==> config.mk <==
export PLATFORM = sky130hd
export DESIGN_NAME = clock_divider_ctrl
export DESIGN_NICKNAME = d
export VERILOG_FILES = /design/src/rtl/clock_divider_ctrl.sv
export SDC_FILE = /design/constraint.sdc
export NUM_CORES = 1
export LEC_CHECK = 0
export CORE_MARGIN = 2
export CORE_UTILIZATION = 60
export CTS_BUF_LIST = sky130_fd_sc_hd__clkbuf_4 sky130_fd_sc_hd__clkbuf_8
export DETAILED_ROUTE_END_ITERATION = 16
export PLACE_DENSITY = 0.83
export SYNTH_ARGS = -nofsm -noshare
export SYNTH_HDL_FRONTEND = slang
export SYNTH_SLANG_ARGS = --single-unit
==> constraint.sdc <==
create_clock -name clk_in -period 7.3 [get_ports clk_in]
set_input_delay 1.825 -clock clk_in [delete_from_list [all_inputs] [get_ports clk_in]]
set_output_delay 1.825 -clock clk_in [all_outputs]
set_load 0.01 [all_outputs]
==> src/rtl/clock_divider_ctrl.sv <==
// Run/stop controller and runtime-programmable clock divider with glitch-free
// divisor updates applied only at the falling edge of clk_out.
module clock_divider_ctrl #(
  parameter int unsigned DIV_WIDTH   = 16,
  parameter int unsigned DEFAULT_DIV = 5
) (
  input  logic                 clk_in,
  input  logic                 reset,
  input  logic                 enable,
  input  logic                 div_valid,
  input  logic [DIV_WIDTH-1:0] div_value,
  output logic                 div_ready,
  output logic                 cfg_err,
  output logic                 clk_out,
  output logic                 rise_tick,
  output logic                 fall_tick,
  output logic                 running,
  output logic [DIV_WIDTH-1:0] active_div
);

  localparam logic [DIV_WIDTH-1:0] DIV_ONE   = DIV_WIDTH'(1);
  localparam logic [DIV_WIDTH-1:0] DIV_RESET = DIV_WIDTH'(DEFAULT_DIV);

  typedef enum logic [1:0] {
    IDLE      = 2'd0,
    RUN       = 2'd1,
    STOP_WAIT = 2'd2
  } state_t;

  state_t               state, state_nxt;
  logic [DIV_WIDTH-1:0] cnt, cnt_nxt;
  logic [DIV_WIDTH-1:0] pend_div, pend_div_nxt;
  logic                 pend_valid, pend_valid_nxt;
  logic [DIV_WIDTH-1:0] active_div_nxt;
  logic                 clk_out_nxt, rise_nxt, fall_nxt, cfg_err_nxt;

  logic accept, acc_zero, acc_nz;
  logic term, stop_now, fall_edge, to_idle;

  assign accept    = div_valid && div_ready;
  assign acc_zero  = accept && (div_value == '0);
  assign acc_nz    = accept && (div_value != '0);
  assign term      = (cnt == active_div - DIV_ONE);
  // Low-phase stop in RUN leaves immediately; clk_out is already 0.
  assign stop_now  = (state == RUN) && !enable && !clk_out;
  assign fall_edge = (state != IDLE) && term && clk_out;
  assign to_idle   = (state != IDLE) && (state_nxt == IDLE);

  // State register
  always_ff @(posedge clk_in or negedge reset) begin
    if (!reset) state <= IDLE;
    else        state <= state_nxt;
  end

  // Next-state logic; a fall toggle on the stop edge skips STOP_WAIT entirely
  always_comb begin
    state_nxt = state;
    unique case (state)
      IDLE: if (enable) state_nxt = RUN;
      RUN: begin
        if (!enable) begin
          if (!clk_out || term) state_nxt = IDLE;
          else                  state_nxt = STOP_WAIT;
        end
      end
      STOP_WAIT: if (term) state_nxt = IDLE;
      default: state_nxt = IDLE;
    endcase
  end

  // Datapath next values: counter, toggles, ticks and divisor bookkeeping
  always_comb begin
    cnt_nxt        = cnt;
    clk_out_nxt    = clk_out;
    rise_nxt       = 1'b0;
    fall_nxt       = 1'b0;
    cfg_err_nxt    = acc_zero;
    pend_valid_nxt = pend_valid;
    pend_div_nxt   = pend_div;
    active_div_nxt = active_div;

    if (state == IDLE) begin
      cnt_nxt     = '0;
      clk_out_nxt = 1'b0;
      if (acc_nz) active_div_nxt = div_value;
    end else if (stop_now) begin
      cnt_nxt     = '0;
      clk_out_nxt = 1'b0;
      if (pend_valid) begin
        active_div_nxt = pend_div;
        pend_valid_nxt = 1'b0;
      end else if (acc_nz) begin
        active_div_nxt = div_value;
      end
    end else begin
      if (term) begin
        cnt_nxt     = '0;
        clk_out_nxt = !clk_out;
        rise_nxt    = !clk_out;
        fall_nxt    = clk_out;
      end else begin
        cnt_nxt = cnt + DIV_ONE;
      end
      if (fall_edge && pend_valid) begin
        active_div_nxt = pend_div;
        pend_valid_nxt = 1'b0;
      end
      // A value landing on the edge into IDLE is applied directly so IDLE never holds a pending divisor
      if (acc_nz) begin
        if (to_idle) begin
          active_div_nxt = div_value;
        end else begin
          pend_div_nxt   = div_value;
          pend_valid_nxt = 1'b1;
        end
      end
    end
  end

  // Datapath and output registers
  always_ff @(posedge clk_in or negedge reset) begin
    if (!reset) begin
      cnt        <= '0;
      clk_out    <= 1'b0;
      rise_tick  <= 1'b0;
      fall_tick  <= 1'b0;
      cfg_err    <= 1'b0;
      pend_valid <= 1'b0;
      pend_div   <= '0;
      active_div <= DIV_RESET;
      div_ready  <= 1'b1;
      running    <= 1'b0;
    end else begin
      cnt        <= cnt_nxt;
      clk_out    <= clk_out_nxt;
      rise_tick  <= rise_nxt;
      fall_tick  <= fall_nxt;
      cfg_err    <= cfg_err_nxt;
      pend_valid <= pend_valid_nxt;
      pend_div   <= pend_div_nxt;
      active_div <= active_div_nxt;
      div_ready  <= !pend_valid_nxt;
      running    <= (state_nxt != IDLE);
    end
  end

endmodule

==> After elaboration in Yosys (flattened, before gate mapping) <==
Index checks and enable logic that the tools add are counted.
{ "classes": {"add_sub_neg": 2, "n_eq_ne": 3, "mux": 29, "bitwise_logic": 3, "reduce_logical": 21} }
{ "ops": {"columns": ["cell", "count"], "rows": [
  ["16-bit 2-to-1 mux", 10],
  ["16-bit by 1-bit adder with 16-bit output (second input constant)", 1],
  ["16-bit == test", 1],
  ["16-bit logical NOT", 1],
  ["16-bit nonzero test", 1],
  ["16-bit by 1-bit subtractor with 16-bit output (second input constant)", 1],
  ["1-bit 2-to-1 mux", 14],
  ["1-bit logical AND", 9],
  ["2-bit 2-to-1 mux", 4],
  ["2-bit case mux with 3 select lines", 1],
  ["2-bit logical NOT", 2],
  ["4-bit AND reduction", 1],
  ["2-bit nonzero test", 2],
  ["1-bit logical NOT", 3],
  ["1-bit inverter", 3],
  ["3-bit nonzero test", 1],
  ["2-bit by 1-bit == test with 1-bit output (second input constant)", 1],
  ["2-bit == test (second input constant)", 1],
  ["1-bit logical OR", 1]
]} }
{ "totals": {"register_bits": 57, "inputBits": 20, "out_inout_bits": 22} }

==> Depth between registers and ports, before layout <==
Gate-level depths: netlist of run 1.
{ "depth": {"word_depth": 13, "mapped_depth": 12, "depth_no_buf": 10} }

==> Worst setup path before layout of run 1 <==
OpenSTA, ideal clock, no wires.
{ "synth_timing": {"path_type": "input to register", "from": "input div_value[9]", "to": "register active_div[11]", "arrival_time_ps": 3487, "required_ps": 7165, "path_slack_ps": 3678, "path_stages": 9, "path_buffers": 2, "path_cell_list": "nor4_1 > nand4_1 > nor2b_1 > buf_1 > clkbuf_1 > mux2i_1 > o21ai_0 > a31oi_1 > o31ai_1"} }
{ "synth_between": {"elab_chain_cells": 6, "elab_cells_between_ends": 7, "classes_between": "mux (5); reduce/logical (2)"} }
{ "synth_lines": {"columns": ["item", "line_no", "rtl"], "rows": [
  ["from (decl)", "11", "input logic [DIV_WIDTH-1:0] div_value,"],
  ["16-bit nonzero test *", "42", "assign acc_nz = accept && (div_value != '0);"],
  ["1-bit logical AND *", "42", null],
  ["16-bit 2-to-1 mux (2 in a row)", null, null],
  ["16-bit 2-to-1 mux", "86", "end else if (stop_now) begin"],
  ["16-bit 2-to-1 mux *", "82", "if (state == IDLE) begin"],
  ["via active_div_nxt[11]", "34", "logic [DIV_WIDTH-1:0] active_div_nxt;"],
  ["to (signal assigned)", "141", "active_div <= active_div_nxt;"],
  ["to (decl)", "18", "output logic [DIV_WIDTH-1:0] active_div"]
]} }
The timed path passes the listed nets; every way through them passes the cells marked *.
A chain may end at the register's enable or synchronous reset.

==> Final worst setup path of run 1 <==
{ "layout_timing": {"from": "input div_value[9]", "to": "register active_div[14]"} }
The elaborated chain is that of the path after synthesis.

==> results.toml, run 1 <==
[logic_synthesis]
ys_types = 53
async_flop_share_pct = 100.0
ys_seq_elements = 57
yosysSeqAreaShare_pct = 39.84
synth_area_leaders = "dfrtp_1, mux2i_1, xnor2_1, nor2_1, mux2_4"
synth_fp_nets = 401
syn_area_um2 = 3590
synth_top_area_share_pct = 37.64
avgSynthCellArea_um2 = 9.471
synth_ff_type = "dfrtp_1"
netlist_instances = 379
synth-edff-count = 0
ys_warn_count = 0
post-synth-top-area-cell = "dfrtp_1"

[worst_setup_path]
cp_max_fo = 32
r2r-start = "active_div[1]"
critPathKind = "in -> reg"
worstPathRequired_ns = 7.51
r2r_slack_ns = 3.84
endpoint_kind = "flop"
ff2ff_path_depth = 11
r2r-end = "active_div[14]"
worstPathArrival_ns = 4.19
critPathLaunchType = "primary input"

[clock_tree]
cts_buffer_depth = 2
cts-root-buf = "clkbuf_8"
post_cts_buffers = 0
cts_tree = "done"
cts.sinks = 57
cts_made_buffers = 9
h-tree-depth = 3
ctsResizeCount = 0
ctsHoldBuffers = 0
clk_latency_ns = 0.34
clkTransAtPathRegs_ns = 0.06

[floorplan]
ios = 42
initial_core_util_pct = 61.36
die_h_um = 81.35
coreArea_um2 = 5851
die_x_um = 81.35
die_area_um2 = 6618
rows = 28

[sta]
drv_slew = 0
fin_skew_ns = 0.008619
hold_viol_final = 0
finalSetupViolations = 0
final.setup.tns_ns = 0
fmax_mhz = 251.5
rsz0062_at_grt = "false"
fin_crit_ns = 3.977
hold_ws_ns = 0.5329
slew_headroom_pct = 47.84
worst_pin_slew_ns = 0.7752
min_period_over_period_pct = 54.48

[global_routing]
grt_max_degree = 58
grt_antenna_before_repair = 0
grtUsageTotal_pct = 28.89
grt_pass1_wl_um = 14590
gr-total-overflow = 0
grt_pass1_vias = 3066

[finish]
diodes = 0
final_area_um2 = 4222
fin_nets = 433
final_core_utilization_pct = 72.16
layout-drive-gt1-share_pct = 12.50
final_cell_mix = "dfrtp_1, clkdlybuf4s50_1, nor2_1, nand2_1, mux2i_1"
syn_to_final_growth_pct = 17.60
fillers = 441
final_common_cell = "dfrtp_1"

[power]
p_total_mw = 1.136
p_per_area_nw_per_um2 = 269.2
ir_worst_vdd_uv = 203.4
p_leak_nw = 1.656

[route]
wirelength_um = 8657
postRouteAntennaNets = 0
vias = 3080
dr.pass1.iters = 5
vias_per_cell = 6.273
drc = 0
drtIter0Drc = 259
wl_per_cell_um = 17.63

[job]
drv_cap = 0

[min_path]
worstHoldStart = "cnt[0]"
hold_path_depth = 1
worstHoldPathType = "reg -> reg"
hold_end = "cnt[0]"

[placement]
dpl_cell_area_um2 = 4021
portBuffers = 41
routabilityCongestion = 0.8662
dpl.hpwl_um = 5851

[run_status]
status = "finished clean"
-- worst max path at each step --
stage	from	endpoint	slack [ns]
floorplan	div_value[9]	active_div[11]	3.68
global placement	div_value[8]	active_div[3]	3.04
detailed placement	div_value[9]	active_div[13]	3.01
CTS	div_value[9]	active_div[14]	3.35
global route	div_value[8]	active_div[14]	3.23
finish	div_value[9]	active_div[14]	3.32
-- worst max-delay path, stage by stage --
cell and delay, ns:
clkdlybuf4s50_1 0.49, nor4_1 0.47, nand4_1 0.21, nor2b_2 0.21, buf_4 0.23, nand2_1 0.12
a21oi_2 0.06, buf_4 0.23, a31oi_1 0.23, o31ai_1 0.11
-- logic make-up (layout without fill, tap and decap cells) --
group	count (synthesis)	in the layout	synth area share, %
simple gates	131	131	18.51
compound gates	82	82	15.20
flops	57	57	39.84
mux	44	44	13.77
xor+xnor	34	34	8.296
buf+inv	29	66	3.694
fa+ha+maj	2	2	0.6970
-- cells in the mapped netlist, types with 3 or more instances --
library cell / n
dfrtp_1: 54
clkbuf_1: 14
o31ai_1: 17
nor2_1: 37
mux2i_1: 28
xor2_1: 15
nand3_1: 13
o21ai_0: 22
dfstp_2: 3
nand2_1: 31
nor3_1: 6
inv_1: 4
and3_1: 8
a21oi_1: 7
nor4_1: 10
nand4_1: 5
xnor2_1: 19
nor2b_1: 4
mux2_4: 9
buf_2: 7
mux2_2: 7
a31oi_1: 17
-- through the flow --
step,cells,worst slack (ns)
floorplan,379,3.678
global placement,475,3.044
detailed placement,475,3.013
CTS,491,3.353
global route,491,3.229
finish,491,3.323
-- flip-flops by register name (all words and copies together) (netlist names), named ones only --
register and count:
active_div 16, cnt 16, pend_div 16, state 2
cfg_err 1, clk_out 1, div_ready 1, fall_tick 1
rise_tick 1, running 1
-- per-layer routing --
metal | wire length, um | track usage, % | up-vias
li1 | - | - | 1448
met1 | 3774 | 38.72 | 1491
met2 | 4118 | 44.02 | 117
met3 | 522 | 5.222 | 24
met4 | 242 | 16.10 | 0
met5 | 0 | 0 | -
-- cell type report --
type                    instances  area (um^2)  area share, %
well taps                      75        93.84          2.223
repair buffers                 46        442.9          10.49
flip-flops and latches         57         1430          33.88
clock buffers                  13        160.2          3.794
inverters                       4        15.01         0.3557
multi-input cells             293         2039          48.31
clock inverters                 3        40.04         0.9484
-- power breakdown --
part | switching [mW] | internal, mW
logic | 0.173 | 0.190
clock network | 0.122 | 0.177
registers | 0.0968 | 0.377
Note: power is estimated with default switching activity, not from simulation.
==> inputs of run 2 (changes only) <==
CORE_UTILIZATION = 58   (was 60)
PLACE_DENSITY = 0.8   (was 0.83)
clock period = 3.8 ns   (was 7.3 ns; I/O delays follow)
==> results.toml, run 2 (synthesized netlist as in run 1, its figures left out) <==
[worst_setup_path]
worstPathRequired_ns = 4.03
ff2ff_path_depth = 10
r2r-end = "pend_div[15]"
endpoint_kind = "flop"
critPathLaunchType = "flop"
r2r_slack_ns = 0.37
crit_start = "active_div[1]"
critPathKind = "reg -> reg"
cp_max_fo = 17
r2r-start = "active_div[1]"
worstPathArrival_ns = 3.66

[sta]
fmax_mhz = 291.3
final.setup.tns_ns = 0
worst_pin_slew_ns = 0.7834
setup_slack_ns = 0.3673
finalSetupViolations = 0
rsz0062_at_grt = "false"
slew_headroom_pct = 47.29
hold_viol_final = 0
fin_skew_ns = 0.007643
fin_crit_ns = 3.433
min_period_over_period_pct = 90.33
drv_slew = 0

[clock_tree]
h-tree-depth = 3
post_cts_buffers = 0
ctsHoldBuffers = 0
cts_buffer_depth = 2
ctsResizeCount = 0
clk_latency_ns = 0.34
cts.sinks = 57
clkTransAtPathRegs_ns = 0.07
cts_made_buffers = 9
cts_tree = "done"
cts-root-buf = "clkbuf_8"

[finish]
fillers = 454
multiInputGateArea_um2 = 2039
fin_nets = 435
diodes = 0
final_cell_mix = "dfrtp_1, clkdlybuf4s50_1, nor2_1, nand2_1, mux2i_1"
final_common_cell = "dfrtp_1"
layout-drive-gt1-share_pct = 12.92
reg_top3 = "active_div x16, cnt x16, pend_div x16"
syn_to_final_growth_pct = 18.02
seq_area_um2 = 1430

[route]
postRouteAntennaNets = 0
top_layer = "met4"
vias_per_cell = 6.262
met2_length_um = 4231
wl_met3_um = 539
wl_per_cell_um = 17.93
drc = 0
vias = 3087
dr.pass1.iters = 5
drtIter0Drc = 224
wl_met1_um = 3918
wirelength_um = 8840

[global_routing]
grt_antenna_before_repair = 0
gr-total-overflow = 0
grt_pass1_wl_um = 14210
grt_max_degree = 35
grtUsageTotal_pct = 27.93
grt_pass1_vias = 2855

[power]
p_leak_nw = 1.658
p_per_area_nw_per_um2 = 516.3
power.share.combinational_pct = 32.0
swShare_pct = 35.32
ir_worst_vdd_uv = 379.1
power.share.sequential_pct = 41.6
internal_power_mw = 1.415
p_switching_uw = 772.6
p_clk_share_pct = 26.4

[placement]
pre_cts_ws_ns = 0.3979
routabilityCongestion = 0.8342
portBuffers = 41
dpl.hpwl_um = 5898

[min_path]
worstHoldStart = "cnt[0]"
worstHoldPathType = "reg -> reg"
hold_path_depth = 1
hold_end = "cnt[0]"

[job]
drv_cap = 0

[floorplan]
coreArea_um2 = 5956
initial_core_util_pct = 60.27
die_area_um2 = 6834
rows = 28
die_h_um = 82.67
die_x_um = 82.67
ios = 42

[run_status]
status = "finished clean"
run 2: changes by cell type in the layout (fill, tap and decap cells not counted):
cell,change
clkbuf_4,-2
clkinvlp_4,+2
buf_4,+2
run 2: worst max path at each step:
stage	to	slack [ns]
CTS	pend_div[15]	0.38
global route	active_div[10]	0.22
floorplan	pend_div[10]	0.59
finish	pend_div[15]	0.37
global placement	pend_div[14]	0.42
detailed placement	pend_div[15]	0.40
run 2: metal layers:
layer  vias to the layer above  global-route usage, %
li1                       1453                      -
met1                      1511                  38.04
met2                       105                  44.44
met3                        18                  4.891
met4                         0                  10.82
met5                         -                      0
run 2: power by group through the flow:
stage | Sequential (mW) | Clock [mW] | Combinational (mW)
3_5_place_dp | 0.910 | 0 | 0.691
2_1_floorplan | 0.849 | 0 | 0.488
5_1_grt | 0.925 | 0.607 | 0.768
6_report | 0.910 | 0.578 | 0.699
4_1_cts | 0.901 | 0.581 | 0.698
3_3_place_gp | 0.905 | 0 | 0.675
run 2: cell type report:
cell class                 count  area share (%)
clock buffer                  11           3.426
sequential                    57           33.76
clock inverter                 5           1.299
tap                           75           2.215
timing repair buffer          48           10.81
inverter                       4          0.3544
multi-input combinational    293           48.14
run 2: stage by stage:
| step | utilization, % | hold WS (ns) | std cells | total power [mW] | instance area (um^2) |
|---|---|---|---|---|---|
| finish | 71.13 | 0.5317 | 493 | 2.188 | 4237 |
| global route | 71.13 | 0.5550 | 493 | 2.300 | 4237 |
| CTS | 71.13 | 0.5317 | 493 | 2.181 | 4237 |
| detailed placement | 67.77 | 0.5220 | 477 | 1.600 | 4036 |
| global placement | 67.77 | 0.5154 | 477 | 1.580 | 4036 |
| floorplan | - | 0.4915 | 379 | 1.337 | 3590 |
run 2: worst max-delay path, stage by stage (launching register included):
cell and delay [ns]:
dfrtp_1 0.46, inv_1 0.11, ha_1 0.23, or4b_4 0.49
or4_4 0.43, a21oi_2 0.24, nor2_1 0.10, or4_4 0.55
a22oi_4 0.22, nor2_4 0.17, mux2_4 0.33
==> inputs of run 3 (changes only) <==
PLACE_DENSITY = 0.91   (was 0.8)
==> results.toml, run 3 (synthesized netlist as in run 1, its figures left out) <==
[run_status]
status = "finished clean"

[finish]
layout-drive-gt1-share_pct = 12.92
final_common_cell = "dfrtp_1"
final_cell_mix = "dfrtp_1, clkdlybuf4s50_1, nor2_1, nand2_1, mux2i_1"
syn_to_final_growth_pct = 17.36
final_area_um2 = 4213
fillers = 460
reg_top3 = "active_div x16, cnt x16, pend_div x16"
fin_nets = 435
diodes = 0

[worst_setup_path]
worst_path_most_repeated_cell = "a21oi_2"
path_cells = "inv_1 -> ha_1 -> or4b_4 -> or4_4 -> a21oi_2 -> o211a_1 -> or4b_1 -> a21oi_2 -> buf_4 -> a31oi_1 -> o31ai_1"
ff2ff_path_depth = 11
cpMaxStageDelayCell = "or4b_4"
worstPathArrival_ns = 3.69
r2r-start = "active_div[1]"
cp-endpoint = "active_div[7]"
r2r-end = "active_div[7]"
crit_start = "active_div[1]"
r2r_slack_ns = 0.35
cp_max_fo = 32
worstPathRequired_ns = 4.04
critPathKind = "reg -> reg"
critPathLaunchType = "flop"
endpoint_kind = "flop"
critical_path.max_stage_delay_ns = 0.50

[clock_tree]
h-tree-depth = 3
cts-root-buf = "clkbuf_8"
ctsHoldBuffers = 0
ctsResizeCount = 0
cts.sinks = 57
cts_tree = "done"
post_cts_buffers = 0
clk_latency_ns = 0.34
cts_buffer_depth = 2
clkTransAtPathRegs_ns = 0.07
cts_made_buffers = 9

[sta]
worst_pin_slew_ns = 0.7905
hold_ws_ns = 0.5417
final.setup.tns_ns = 0
min_period_over_period_pct = 90.70
drv_slew = 0
fmax_mhz = 290.1
fin_crit_ns = 3.447
fin_skew_ns = 0.01527
slew_headroom_pct = 46.82
rsz0062_at_grt = "false"
hold_viol_final = 0
finalSetupViolations = 0

[power]
p_leak_nw = 1.651
ir_worst_vdd_uv = 376.4
p_per_area_nw_per_um2 = 507.9
p_total_mw = 2.140

[route]
vias_per_cell = 6.416
drtIter0Drc = 304
wl_per_cell_um = 18.74
postRouteAntennaNets = 0
wirelength_um = 9238
dr.pass1.iters = 7
vias = 3163
drc = 0

[global_routing]
grt_pass1_vias = 3136
grt_max_degree = 33
grtUsageTotal_pct = 29.27
grt_pass1_wl_um = 14970
grt_antenna_before_repair = 0
gr-total-overflow = 0

[job]
drv_cap = 0

[floorplan]
die_h_um = 82.67
die_area_um2 = 6834
ios = 42
initial_core_util_pct = 60.27
coreArea_um2 = 5956
die_x_um = 82.67
rows = 28

[placement]
dpl_cell_area_um2 = 4036
portBuffers = 41
dpl.hpwl_um = 6301
routabilityCongestion = 0.9055

[min_path]
worstHoldPathType = "reg -> reg"
[run 3: how the worst min path moves through the flow]
stage	from	end	slack (ns)	cells after the start
floorplan	cnt[0]	cnt[0]	0.49	1
global placement	pend_div[0]	pend_div[0]	0.51	1
detailed placement	pend_div[4]	pend_div[4]	0.52	1
CTS	pend_div[4]	pend_div[4]	0.54	1
global route	pend_div[14]	pend_div[14]	0.56	1
finish	pend_div[4]	pend_div[4]	0.54	1
[run 3: worst max-delay path, delay by kind of cell (launching register included)]
| family | cells | cell delay, ns |
|---|---|---|
| fa+ha+maj | 1 | 0.21 |
| compound gates | 5 | 0.86 |
| flops | 1 | 0.46 |
| buf+inv | 2 | 0.44 |
| simple gates | 3 | 1.37 |
[run 3: layer usage]
metal | track usage, % | wire, um
met5 | 0 | 0
met4 | 15.25 | 293
met3 | 5.761 | 729
met2 | 46.45 | 4416
met1 | 38.00 | 3798
[run 3: cell type report]
cell class | count | area (um^2) | area share, %
clock inverter | 5 | 31.28 | 0.7425
tap | 75 | 93.84 | 2.228
timing repair buffer | 48 | 457.9 | 10.87
clock buffer | 11 | 145.1 | 3.445
inverter | 4 | 15.01 | 0.3564
multi-input combinational | 293 | 2039 | 48.41
sequential | 57 | 1430 | 33.95
[run 3: power breakdown]
group,switching (mW),internal (mW)
combinational,0.353,0.366
sequential,0.190,0.723
clock,0.248,0.259
[run 3: through the flow]
stage,util (%),setup WS (ns),instances
floorplan,-,0.5899,379
global route,70.74,0.1808,493
finish,70.74,0.3535,493
global placement,67.77,0.4863,477
CTS,70.74,0.4017,493
detailed placement,67.77,0.3874,477
